## config.mk

```make
export PLATFORM = sky130hd
export DESIGN_NAME = fgc_move_guard_flat
export DESIGN_NICKNAME = d
export VERILOG_FILES = /design/src/rtl/fgc_move_guard_if.sv /design/src/rtl/fgc_move_guard.sv /design/src/flat_wrapper.sv
export SDC_FILE = /design/constraint.sdc
export NUM_CORES = 1
export LEC_CHECK = 0
export ABC_AREA = 0
export CAP_MARGIN = 0
export CORE_MARGIN = 4
export CORE_UTILIZATION = 45
export DETAILED_ROUTE_END_ITERATION = 12
export PLACE_DENSITY_LB_ADDON = 0.2
export SYNTH_ARGS = -nofsm -noshare
export SYNTH_HDL_FRONTEND = slang
export SYNTH_SLANG_ARGS = --single-unit
```

## constraint.sdc

```tcl
create_clock -name clk_i -period 2.5 [get_ports clk_i]
set_input_delay 0.5 -clock clk_i [delete_from_list [all_inputs] [get_ports clk_i]]
set_output_delay 0.5 -clock clk_i [all_outputs]
set_load 0.02 [all_outputs]
```

## src/rtl/fgc_move_guard_if.sv

```systemverilog
// rtl/fgc_move_guard_if.sv - request/response, move and bank feedback bundle for fgc_move_guard
interface fgc_move_guard_if #(
    parameter int CNT_W = 8
) ();
    logic             req_valid_i;
    logic             req_ready_o;
    logic [1:0]       req_item_i;
    logic             bank_f_i;
    logic             bank_g_i;
    logic             bank_c_i;
    logic             bank_m_i;
    logic             move_valid_o;
    logic [1:0]       item_o;
    logic             resp_valid_o;
    logic [1:0]       resp_code_o;
    logic [CNT_W-1:0] move_cnt_o;
    logic             solved_o;

    modport slave (
        input  req_valid_i, req_item_i, bank_f_i, bank_g_i, bank_c_i, bank_m_i,
        output req_ready_o, move_valid_o, item_o, resp_valid_o, resp_code_o,
               move_cnt_o, solved_o
    );

    modport master (
        output req_valid_i, req_item_i, bank_f_i, bank_g_i, bank_c_i, bank_m_i,
        input  req_ready_o, move_valid_o, item_o, resp_valid_o, resp_code_o,
               move_cnt_o, solved_o
    );
endinterface

```

## src/rtl/fgc_move_guard.sv

```systemverilog
// rtl/fgc_move_guard.sv - move-legality front end for the fox/goat/cabbage core
module fgc_move_guard #(
    parameter int CNT_W = 8
) (
    input  logic               clk_i,
    input  logic               rstn_i,
    fgc_move_guard_if.slave    bus
);
    typedef enum logic [1:0] {IDLE, CHECK, RESP} state_t;

    state_t           state_q, state_d;
    logic [1:0]       item_q, item_d;
    logic [1:0]       code_q, code_d;
    logic [1:0]       last_item_q, last_item_d;
    logic [CNT_W-1:0] cnt_q, cnt_d;
    logic             solved_q;

    logic             ready_c, move_valid_c, resp_valid_c;
    logic             all_ones, off_bank, unsafe;
    logic             nf, ng, nc, nm;
    logic [1:0]       check_code;

    // Legality of the registered item against the live banks, used only in CHECK
    always_comb begin
        all_ones = bus.bank_f_i & bus.bank_g_i & bus.bank_c_i & bus.bank_m_i;
        case (item_q)
            2'd1:    off_bank = (bus.bank_f_i != bus.bank_m_i);
            2'd2:    off_bank = (bus.bank_g_i != bus.bank_m_i);
            2'd3:    off_bank = (bus.bank_c_i != bus.bank_m_i);
            default: off_bank = 1'b0;
        endcase
        nm = ~bus.bank_m_i;
        nf = bus.bank_f_i ^ (item_q == 2'd1);
        ng = bus.bank_g_i ^ (item_q == 2'd2);
        nc = bus.bank_c_i ^ (item_q == 2'd3);
        unsafe = ((nf == ng) && (nm != nf)) || ((ng == nc) && (nm != ng));
        if (all_ones)      check_code = 2'd3;
        else if (off_bank) check_code = 2'd1;
        else if (unsafe)   check_code = 2'd2;
        else               check_code = 2'd0;
    end

    always_comb begin
        state_d      = state_q;
        item_d       = item_q;
        code_d       = code_q;
        last_item_d  = last_item_q;
        cnt_d        = cnt_q;
        ready_c      = 1'b0;
        move_valid_c = 1'b0;
        resp_valid_c = 1'b0;
        case (state_q)
            IDLE: begin
                ready_c = 1'b1;
                if (bus.req_valid_i) begin
                    item_d  = bus.req_item_i;
                    state_d = CHECK;
                end
            end
            CHECK: begin
                code_d  = check_code;
                state_d = RESP;
            end
            RESP: begin
                resp_valid_c = 1'b1;
                if (code_q == 2'd0) begin
                    move_valid_c = 1'b1;
                    last_item_d  = item_q;
                    if (cnt_q != {CNT_W{1'b1}}) cnt_d = cnt_q + CNT_W'(1);
                end
                state_d = IDLE;
            end
            default: state_d = IDLE;
        endcase
    end

    always_ff @(posedge clk_i or negedge rstn_i) begin
        if (!rstn_i) begin
            state_q     <= IDLE;
            item_q      <= 2'd0;
            code_q      <= 2'd0;
            last_item_q <= 2'd0;
            cnt_q       <= '0;
            solved_q    <= 1'b0;
        end else begin
            state_q     <= state_d;
            item_q      <= item_d;
            code_q      <= code_d;
            last_item_q <= last_item_d;
            cnt_q       <= cnt_d;
            solved_q    <= all_ones;
        end
    end

    // item_o shows the live item only on the strobe cycle, otherwise the last issued one
    assign bus.req_ready_o  = ready_c;
    assign bus.move_valid_o = move_valid_c;
    assign bus.item_o       = move_valid_c ? item_q : last_item_q;
    assign bus.resp_valid_o = resp_valid_c;
    assign bus.resp_code_o  = code_q;
    assign bus.move_cnt_o   = cnt_q;
    assign bus.solved_o     = solved_q;
endmodule

```

## src/flat_wrapper.sv

```systemverilog
// flat-port wrapper written by rule: the top's interface ports become plain ports
module fgc_move_guard_flat 
#(
    parameter int CNT_W = 8
)
  (clk_i, rstn_i, bus_req_valid_i, bus_req_item_i, bus_bank_f_i, bus_bank_g_i, bus_bank_c_i, bus_bank_m_i, bus_req_ready_o, bus_move_valid_o, bus_item_o, bus_resp_valid_o, bus_resp_code_o, bus_move_cnt_o, bus_solved_o);
  fgc_move_guard_if #(.CNT_W(CNT_W)) bus_i ();
  input  logic clk_i;
  input  logic rstn_i;
  input wire logic [$bits(bus_i.req_valid_i)-1:0] bus_req_valid_i;
  input wire logic [$bits(bus_i.req_item_i)-1:0] bus_req_item_i;
  input wire logic [$bits(bus_i.bank_f_i)-1:0] bus_bank_f_i;
  input wire logic [$bits(bus_i.bank_g_i)-1:0] bus_bank_g_i;
  input wire logic [$bits(bus_i.bank_c_i)-1:0] bus_bank_c_i;
  input wire logic [$bits(bus_i.bank_m_i)-1:0] bus_bank_m_i;
  output wire logic [$bits(bus_i.req_ready_o)-1:0] bus_req_ready_o;
  output wire logic [$bits(bus_i.move_valid_o)-1:0] bus_move_valid_o;
  output wire logic [$bits(bus_i.item_o)-1:0] bus_item_o;
  output wire logic [$bits(bus_i.resp_valid_o)-1:0] bus_resp_valid_o;
  output wire logic [$bits(bus_i.resp_code_o)-1:0] bus_resp_code_o;
  output wire logic [$bits(bus_i.move_cnt_o)-1:0] bus_move_cnt_o;
  output wire logic [$bits(bus_i.solved_o)-1:0] bus_solved_o;
  assign bus_i.req_valid_i = bus_req_valid_i;
  assign bus_i.req_item_i = bus_req_item_i;
  assign bus_i.bank_f_i = bus_bank_f_i;
  assign bus_i.bank_g_i = bus_bank_g_i;
  assign bus_i.bank_c_i = bus_bank_c_i;
  assign bus_i.bank_m_i = bus_bank_m_i;
  assign bus_req_ready_o = bus_i.req_ready_o;
  assign bus_move_valid_o = bus_i.move_valid_o;
  assign bus_item_o = bus_i.item_o;
  assign bus_resp_valid_o = bus_i.resp_valid_o;
  assign bus_resp_code_o = bus_i.resp_code_o;
  assign bus_move_cnt_o = bus_i.move_cnt_o;
  assign bus_solved_o = bus_i.solved_o;
  fgc_move_guard #(.CNT_W(CNT_W)) u_core (.clk_i(clk_i), .rstn_i(rstn_i), .bus(bus_i));
endmodule
```

Yosys cells after proc, flatten, opt, wreduce, memory -nomap -nowiden

Cells that the tools add are included.
Widths: inputs -> output; s select.

$lt $le $gt $ge: 0
Shift-type cells: 0
Muxes and demuxes: 11
$add $sub $neg: 1
Equality and inequality tests: 14
Reductions and logical operators: 8
Divide/modulo/power cells: 0
$mul: 0
Bitwise logic cells: 7

Operators by type and width:

| operator            | number |
|---|---|
| $mux 2              | 5 |
| $add 8x1->8 const B | 1 |
| $ne 8x8->1 const B  | 1 |
| $eq 2x2->1 const B  | 3 |
| $ne 1x1->1          | 5 |
| $eq 2x1->1 const B  | 2 |
| $logic_not 2->1     | 2 |
| $mux 1              | 4 |
| $pmux 2 s2          | 1 |
| $reduce_and 2->1    | 2 |
| $and 1x1->1         | 3 |
| $pmux 1 s3          | 1 |
| $reduce_and 3->1    | 1 |
| $xor 1x1->1         | 3 |
| $eq 1x1->1          | 2 |
| $logic_and 1x1->1   | 2 |
| $ne 2x2->1 const B  | 1 |
| $logic_or 1x1->1    | 1 |
| $not 1->1           | 1 |

Bits in latches: 0
RAM bits: 0
Input bits: 9
Memories kept: 0
Bits in registers: 17
Output and inout port bits: 16
ROM bits: 0

Longest topological paths before layout

Gate-level depths: netlist (run 1).

Depth after elaboration: 8
Gate-level depth with buffers: 7
Gate-level depth less buffers: 7

Least setup slack after synthesis (run 1)

Ideal clock, no wire load.

Path type: register to output
From: reg u_core.code_q[1] (netlist: u_core.bus.resp_code_o[1])
To: out bus_item_o[0]
Cell stages (with the launch flop): 3
Arrival time: 1.594 ns
Buffers on the path: 0
Path slack: 0.406 ns
Path through: dfrtp_1 -> nor4b_4 -> mux2_2

Cells in the longest elaborated chain, start to end: 4

RTL lines:

| element                | line                 | text |
|---|---|---|
| from (decl)            | fgc_move_guard.sv:13 | `logic [1:0] code_q, code_d;` |
| from (signal assigned) | fgc_move_guard.sv:88 | `code_q <= code_d;` |
| $logic_not 2->1        | fgc_move_guard.sv:66 | `if (code_q == 2'd0) begin` |
| $mux 1                 | fgc_move_guard.sv:66 |  |
| $mux 1                 | fgc_move_guard.sv:52 | `case (state_q)` |
| via bus_move_valid_o   | flat_wrapper.sv:17   | `output wire logic [$bits(bus_i.move_valid_o)-1:0] bus_move_valid_o;` |
| $mux 2                 | fgc_move_guard.sv:98 | `assign bus.item_o = move_valid_c ? item_q : last_item_q;` |
| to (decl)              | flat_wrapper.sv:18   | `output wire logic [$bits(bus_i.item_o)-1:0] bus_item_o;` |

The timed path passes the listed nets, and every way through them passes these cells.

Final worst setup path (run 1)

From: reg u_core.code_q[1] (netlist: u_core.bus.resp_code_o[1])
To: out bus_item_o[1]

Cells in the longest elaborated chain, start to end: 4

RTL lines:

| element         | line |
|---|---|
| $logic_not 2->1 | fgc_move_guard.sv:66 |
| $mux 1          | fgc_move_guard.sv:66 |
| $mux 1          | fgc_move_guard.sv:52 |
| $mux 2          | fgc_move_guard.sv:98 |

Every way passes these cells.

==> impl_metrics.json, run 1 <==
{
  "status": "complete, no violations",
  "cp_max_fo": 3,
  "vias": 691,
  "cp.depth": 3,
  "cts_made_buffers": 3,
  "coreArea_um2": 1764,
  "grt_antenna_before_repair": 0,
  "synthCells": 77,
  "clock_latency_ns": 0.28,
  "grt_util_all_layers": 0.1387,
  "path_delay_family": "flip-flops",
  "synth_cell_types": 27,
  "slew_viol_final": 0,
  "synth_area_um2": 859.6,
  "fp.dieW_um": 51.71,
  "end_kind": "output port",
  "powerDensity_nw_per_um2": 784.6,
  "first_pass_iters": 4,
  "fin_ws_ns": 0.2229,
  "n_fill_cell": 168,
  "slowest_delay_ns": 0.43,
  "r2r-end": "u_core.bus.resp_code_o[1]",
  "wire_per_inst_um": 12.58,
  "clockRootBuffer": "clkbuf_4",
  "initial_core_util": 0.4872,
  "ys_ff_latch": 17,
  "cts_setup_buffers": 0,
  "slew_headroom": 0.5145,
  "rrSetupSlack_ns": 0.68,
  "setup_viol": 0,
  "fin_crit_ns": 2.277,
  "worstPathArrival_ns": 1.78,
  "worst-endpoint-required_ns": 2.00,
  "cts.sinks": 17,
  "clockBufferDepth": 2,
  "cts.clk_slew.worst_paths_ns": 0.09,
  "tightest_slew_ns": 0.7259,
  "critPathKind": "reg -> out",
  "pin_count": 25,
  "crit-reg2reg-launch": "u_core.item_q[1]",
  "grt_pass1_wl_mm": 2.739,
  "dp_slack_ns": 0.3042,
  "timing.fmax_mhz": 439.1,
  "drive_gt1_frac": 0.1226,
  "drt_iter0_markers": 9,
  "gp_congestion": 0.7465,
  "worst-path-buf-inv": 1,
  "cts_tree": "yes",
  "fin_tns_setup_ns": 0,
  "die-area_um2": 2673,
  "diodes": 0,
  "grt_max_degree": 18,
  "start_kind": "flip-flop",
  "clock_skew_ns": 0.0004205,
  "hp-class": "reg -> reg",
  "synthesis.nets": 89,
  "path_cells": "nor4b_4 -> mux2_2 -> dlygate4sd2_1",
  "via_per_inst": 5.275,
  "wl_mm": 1.648,
  "rows": 15,
  "critPathLaunch": "u_core.bus.resp_code_o[1]",
  "period_share": 0.9109,
  "areaGrowthSynthToFinish_pct": 35.52,
  "hpwl_mm": 1.269,
  "fin_nets": 119,
  "rsz0062_at_grt": "no",
  "drv_cap": 0,
  "fin_util": 0.6603,
  "hold-worst-slack_ns": 0.5004,
  "syn_area_per_cell_um2": 11.16,
  "r2r_cells": 6,
  "critPathSlowestCell": "dfrtp_1",
  "die_y_um": 51.71,
  "yosysWarningCount": 0,
  "antenna_left": 0,
  "port_buffers": 24,
  "crit_end": "bus_item_o[1]",
  "grt_pass1_vias": 668,
  "hold_viol_final": 0,
  "htreeDepth": 1,
  "seq_area_frac_synth": 0.4949,
  "peakVddDrop_mv": 0.6077,
  "drc": 0,
  "grt_overflow": 0,
  "p_leak_nw": 0.5235
}
==> worst register-to-register path, stage by stage (launching register included) <==
cell	delay [ns]
dfrtp_1	0.44
and2_1	0.18
ha_1	0.31
and2_1	0.17
a2111oi_0	0.36
o21ai_0	0.13
a31oi_1	0.17
==> cells in the final DEF, fill, tap and decap left out, types with 2 or more instances in the layout <==
master            n
a21oi_1           2
a31oi_1           2
and2_1            3
and3_1            3
clkbuf_4          3
clkdlybuf4s50_1  21
dfrtp_1          17
dlygate4sd2_1     2
ha_1              3
inv_1             2
mux2_2            6
nand2_1           4
nand3_1           3
nand4_1           4
nor2_1            6
nor2b_1           2
nor4bb_1          2
o21ai_0           3
xnor2_1           4
==> registers in the layout, summed over array words and instances, names as in the netlist <==
signal / flops
u_core.bus.move_cnt_o: 8
u_core.bus.resp_code_o: 2
u_core.item_q: 2
u_core.last_item_q: 2
u_core.state_q: 2
u_core.bus.solved_o: 1
==> synth_stat cells (all sizes together) <==
master	n	area, um2
o21a	1	7.510
a21oi	2	10.01
a2111oi	1	8.760
nand4	4	25.02
xnor2	4	35.03
nand2	4	15.01
nor4bb	2	20.02
o211ai	1	7.510
and2	3	18.77
o21ai	4	23.77
and3	4	26.28
a211oi	1	7.510
nor2	6	22.52
nand2b	1	6.260
dfrtp	17	425.4
ha	3	37.54
o32a	1	10.01
xor2	1	8.760
mux2	6	67.56
nor3	1	5.000
a31oi	2	12.51
inv	2	7.510
nor2b	2	12.51
nand3	3	15.01
nor4b	1	23.77
==> worst min path at each step <==
| stage | startpoint | endpoint | slack, ns | depth (start not counted) |
|---|---|---|---|---|
| after global placement | u_core.last_item_q[0] | u_core.last_item_q[0] | 0.48 | 1 |
| final | u_core.last_item_q[0] | u_core.last_item_q[0] | 0.50 | 1 |
| after floorplan | rstn_i | u_core.bus.move_cnt_o[0] | 0.20 | 0 |
| after detailed placement | u_core.last_item_q[1] | u_core.last_item_q[1] | 0.49 | 1 |
| after CTS | u_core.last_item_q[0] | u_core.last_item_q[0] | 0.51 | 1 |
| after global routing | u_core.last_item_q[1] | u_core.last_item_q[1] | 0.53 | 1 |
==> stage by stage <==
| stage | std cells | power [mW] | cell area (um2) |
|---|---|---|---|
| after floorplan | 77 | 0.6168 | 859.6 |
| after global placement | 127 | 0.7859 | 1139 |
| after detailed placement | 127 | 0.7932 | 1139 |
| after CTS | 131 | 0.9247 | 1162 |
| after global routing | 131 | 0.9879 | 1165 |
| final | 131 | 0.9140 | 1165 |
==> area by class of cell <==
| class | instances | area [um2] | share of cell area |
|---|---|---|---|
| timing repair buffer | 25 | 247.7 | 0.2127 |
| sequential | 17 | 425.4 | 0.3652 |
| clock buffer | 4 | 26.28 | 0.02256 |
| tap | 25 | 31.28 | 0.02685 |
| multi-input combinational | 58 | 426.7 | 0.3663 |
| inverter | 2 | 7.507 | 0.006445 |
==> where the power goes <==
group          switching, mW  internal (mW)  leakage (nW)
Sequential            0.0642          0.340         0.219
Clock                 0.0788         0.0618        0.0150
Combinational          0.182          0.188         0.289
Total                  0.325          0.589         0.523
==> repair_timing <==
action | CTS | global route
hold buffers | 0 | 0
resized for setup | 2 | 1
setup endpoints to repair | 2 | 1
==> routing by layer <==
layer | track usage | vias to the layer above | wire length [um]
met5 | 0 | - | 0
met4 | 0.06550 | 0 | 19
met3 | 0.03725 | 2 | 74
li1 | - | 343 | -
met1 | 0.1780 | 327 | 788
met2 | 0.2161 | 19 | 766
==> kinds of logic (layout without fill, tap and decap cells) <==
| logic type | Yosys count | after routing | synth area share |
|---|---|---|---|
| AND/OR/NAND/NOR | 31 | 31 | 0.2212 |
| flip-flops | 17 | 17 | 0.4949 |
| adder cells (fa/ha/maj) | 3 | 3 | 0.04367 |
| XOR/XNOR | 5 | 5 | 0.05094 |
| buffers and inverters | 2 | 31 | 0.008737 |
| multiplexers | 6 | 6 | 0.07860 |
| AO/OA/AOI/OAI | 13 | 13 | 0.1019 |
Note: power is estimated with default switching activity, not from simulation.
==> run 2: changes to the inputs <==
CORE_MARGIN = 8   (was 4)
==> impl_metrics.json, run 2 (synthesis gave the netlist of run 1 again) <==
{
  "p_leak_nw": 0.5262,
  "grt_util_all_layers": 0.1117,
  "port_buffers": 24,
  "timing.fmax_mhz": 433.1,
  "swShare": 0.3626,
  "slew_viol_final": 0,
  "setup_viol": 0,
  "drt_iter0_markers": 4,
  "cts_setup_buffers": 0,
  "grt_pass1_wl_mm": 3.008,
  "slew_headroom": 0.5127,
  "clockBufferDepth": 2,
  "largest_reg_flops": 8,
  "clock_skew_ns": 0.003371,
  "tightest_slew_ns": 0.7286,
  "gp_congestion": 0.8230,
  "cts_tree": "yes",
  "comb_power_share": 0.402,
  "diodes": 0,
  "final_area_um2": 1169,
  "placed_cell_area_um2": 1141,
  "most-common-layout-cells": "clkdlybuf4s50_1 (21), dfrtp_1 (17), mux2_2 (6), nor2_1 (6)",
  "seq_area_um2": 425.4,
  "wire_per_inst_um": 13.68,
  "wl_mm": 1.819,
  "htreeDepth": 1,
  "grt_overflow": 0,
  "hold-worst-slack_ns": 0.5019,
  "p_sw_mw": 0.3340,
  "cts.sinks": 17,
  "drv_cap": 0,
  "p_clk_frac": 0.158,
  "hpwl_mm": 1.409,
  "layout_commonest_cell": "clkdlybuf4s50_1",
  "fin_nets": 119,
  "grt_max_degree": 18,
  "fp.dieW_um": 59.71,
  "powerDensity_nw_per_um2": 788.3,
  "end_kind": "output port",
  "cts_made_buffers": 3,
  "cts.clk_slew.worst_paths_ns": 0.10,
  "clock_latency_ns": 0.29,
  "clockRootBuffer": "clkbuf_4",
  "areaGrowthSynthToFinish_pct": 35.95,
  "grt_pass1_vias": 632,
  "dp_slack_ns": 0.2854,
  "status": "complete, no violations",
  "peakVddDrop_mv": 0.5495,
  "via_per_inst": 5.308,
  "period_share": 0.9236,
  "hp-class": "reg -> reg",
  "worst-endpoint-required_ns": 2.00,
  "grt_antenna_before_repair": 0,
  "fin_crit_ns": 2.309,
  "rows": 16,
  "p_int_mw": 0.5872,
  "vias": 706,
  "fin_tns_setup_ns": 0,
  "hold_viol_final": 0,
  "drc": 0,
  "fin_ws_ns": 0.1909,
  "initial_core_util": 0.4568,
  "antenna_left": 0,
  "hold_buffers": 0,
  "die-area_um2": 3565,
  "rrSetupSlack_ns": 0.70,
  "drive_gt1_frac": 0.1321,
  "rsz0062_at_grt": "no",
  "seqPwrFrac": 0.439,
  "coreArea_um2": 1882,
  "die_y_um": 59.71,
  "pin_count": 25,
  "start_kind": "flip-flop",
  "first_pass_iters": 4,
  "multi_input_area_um2": 426.7,
  "cp_max_fo": 3,
  "n_fill_cell": 178,
  "critPathKind": "reg -> out",
  "worstPathArrival_ns": 1.81
}
run 2: cell count changes in the layout (fill, tap and decap cells not counted):
cell and change:
clkinv_2 +1, clkbuf_1 -1
run 2: path summary, 6_finish.rpt:
check	startpoint	end	cells past startpoint
worst max-delay path	u_core.bus.resp_code_o[1]	bus_item_o[1]	3
worst min-delay path	u_core.last_item_q[1]	u_core.last_item_q[1]	1
worst max register to register	u_core.item_q[1]	u_core.bus.resp_code_o[1]	6
worst min register to register	u_core.last_item_q[1]	u_core.last_item_q[1]	1
max in group asynchronous	rstn_i	u_core.bus.move_cnt_o[3]	1
min in group asynchronous	rstn_i	u_core.state_q[1]	1
run 2: repair_timing:
item	CTS	global route
endpoints found under the setup margin	2	1
resized for setup	2	1
pin swaps	0	0
hold endpoints to repair	0	0
run 2: metal layers:
metal / GRT usage / vias up / routed length (um)
met5: 0 / - / 0
met4: 0.06122 / 0 / 36
met3: 0.02366 / 4 / 97
met2: 0.1785 / 20 / 884
met1: 0.1354 / 340 / 801
li1: - / 342 / -
run 2: critical path, cell delays in order, from the launching register on:
cell and delay, ns:
dfrtp_1 0.43, nor4b_4 0.38, mux2_2 0.38, dlygate4sd2_1 0.32
run 2: layout make-up:
type | instances | area share
well taps | 27 | 0.02891
inverters | 2 | 0.006424
clock buffers | 3 | 0.01927
flip-flops and latches | 17 | 0.3640
clock inverters | 1 | 0.004283
multi-input cells | 58 | 0.3651
repair buffers | 25 | 0.2120
run 2: per-stage QoR:
step | power, mW | util | std cells
4_1_cts | 0.9372 | 0.6197 | 133
2_1_floorplan | 0.6168 | - | 77
5_1_grt | 0.9840 | 0.6210 | 133
6_report | 0.9212 | 0.6210 | 133
3_3_place_gp | 0.7888 | 0.6064 | 129
3_5_place_dp | 0.7983 | 0.6064 | 129
run 2: power by group through the flow:
stage	sequential, mW	clock [mW]	combinational, mW
after detailed placement	0.412	0	0.387
after floorplan	0.449	0	0.168
after global routing	0.417	0.162	0.406
after global placement	0.408	0	0.381
final	0.405	0.146	0.371
after CTS	0.406	0.153	0.377
==> run 3: changes to the inputs <==
SKIP_LAST_GASP = 1   (was default)
==> results of run 3 <==
The final DEF is identical to that of run 2; final timing and power are the same.
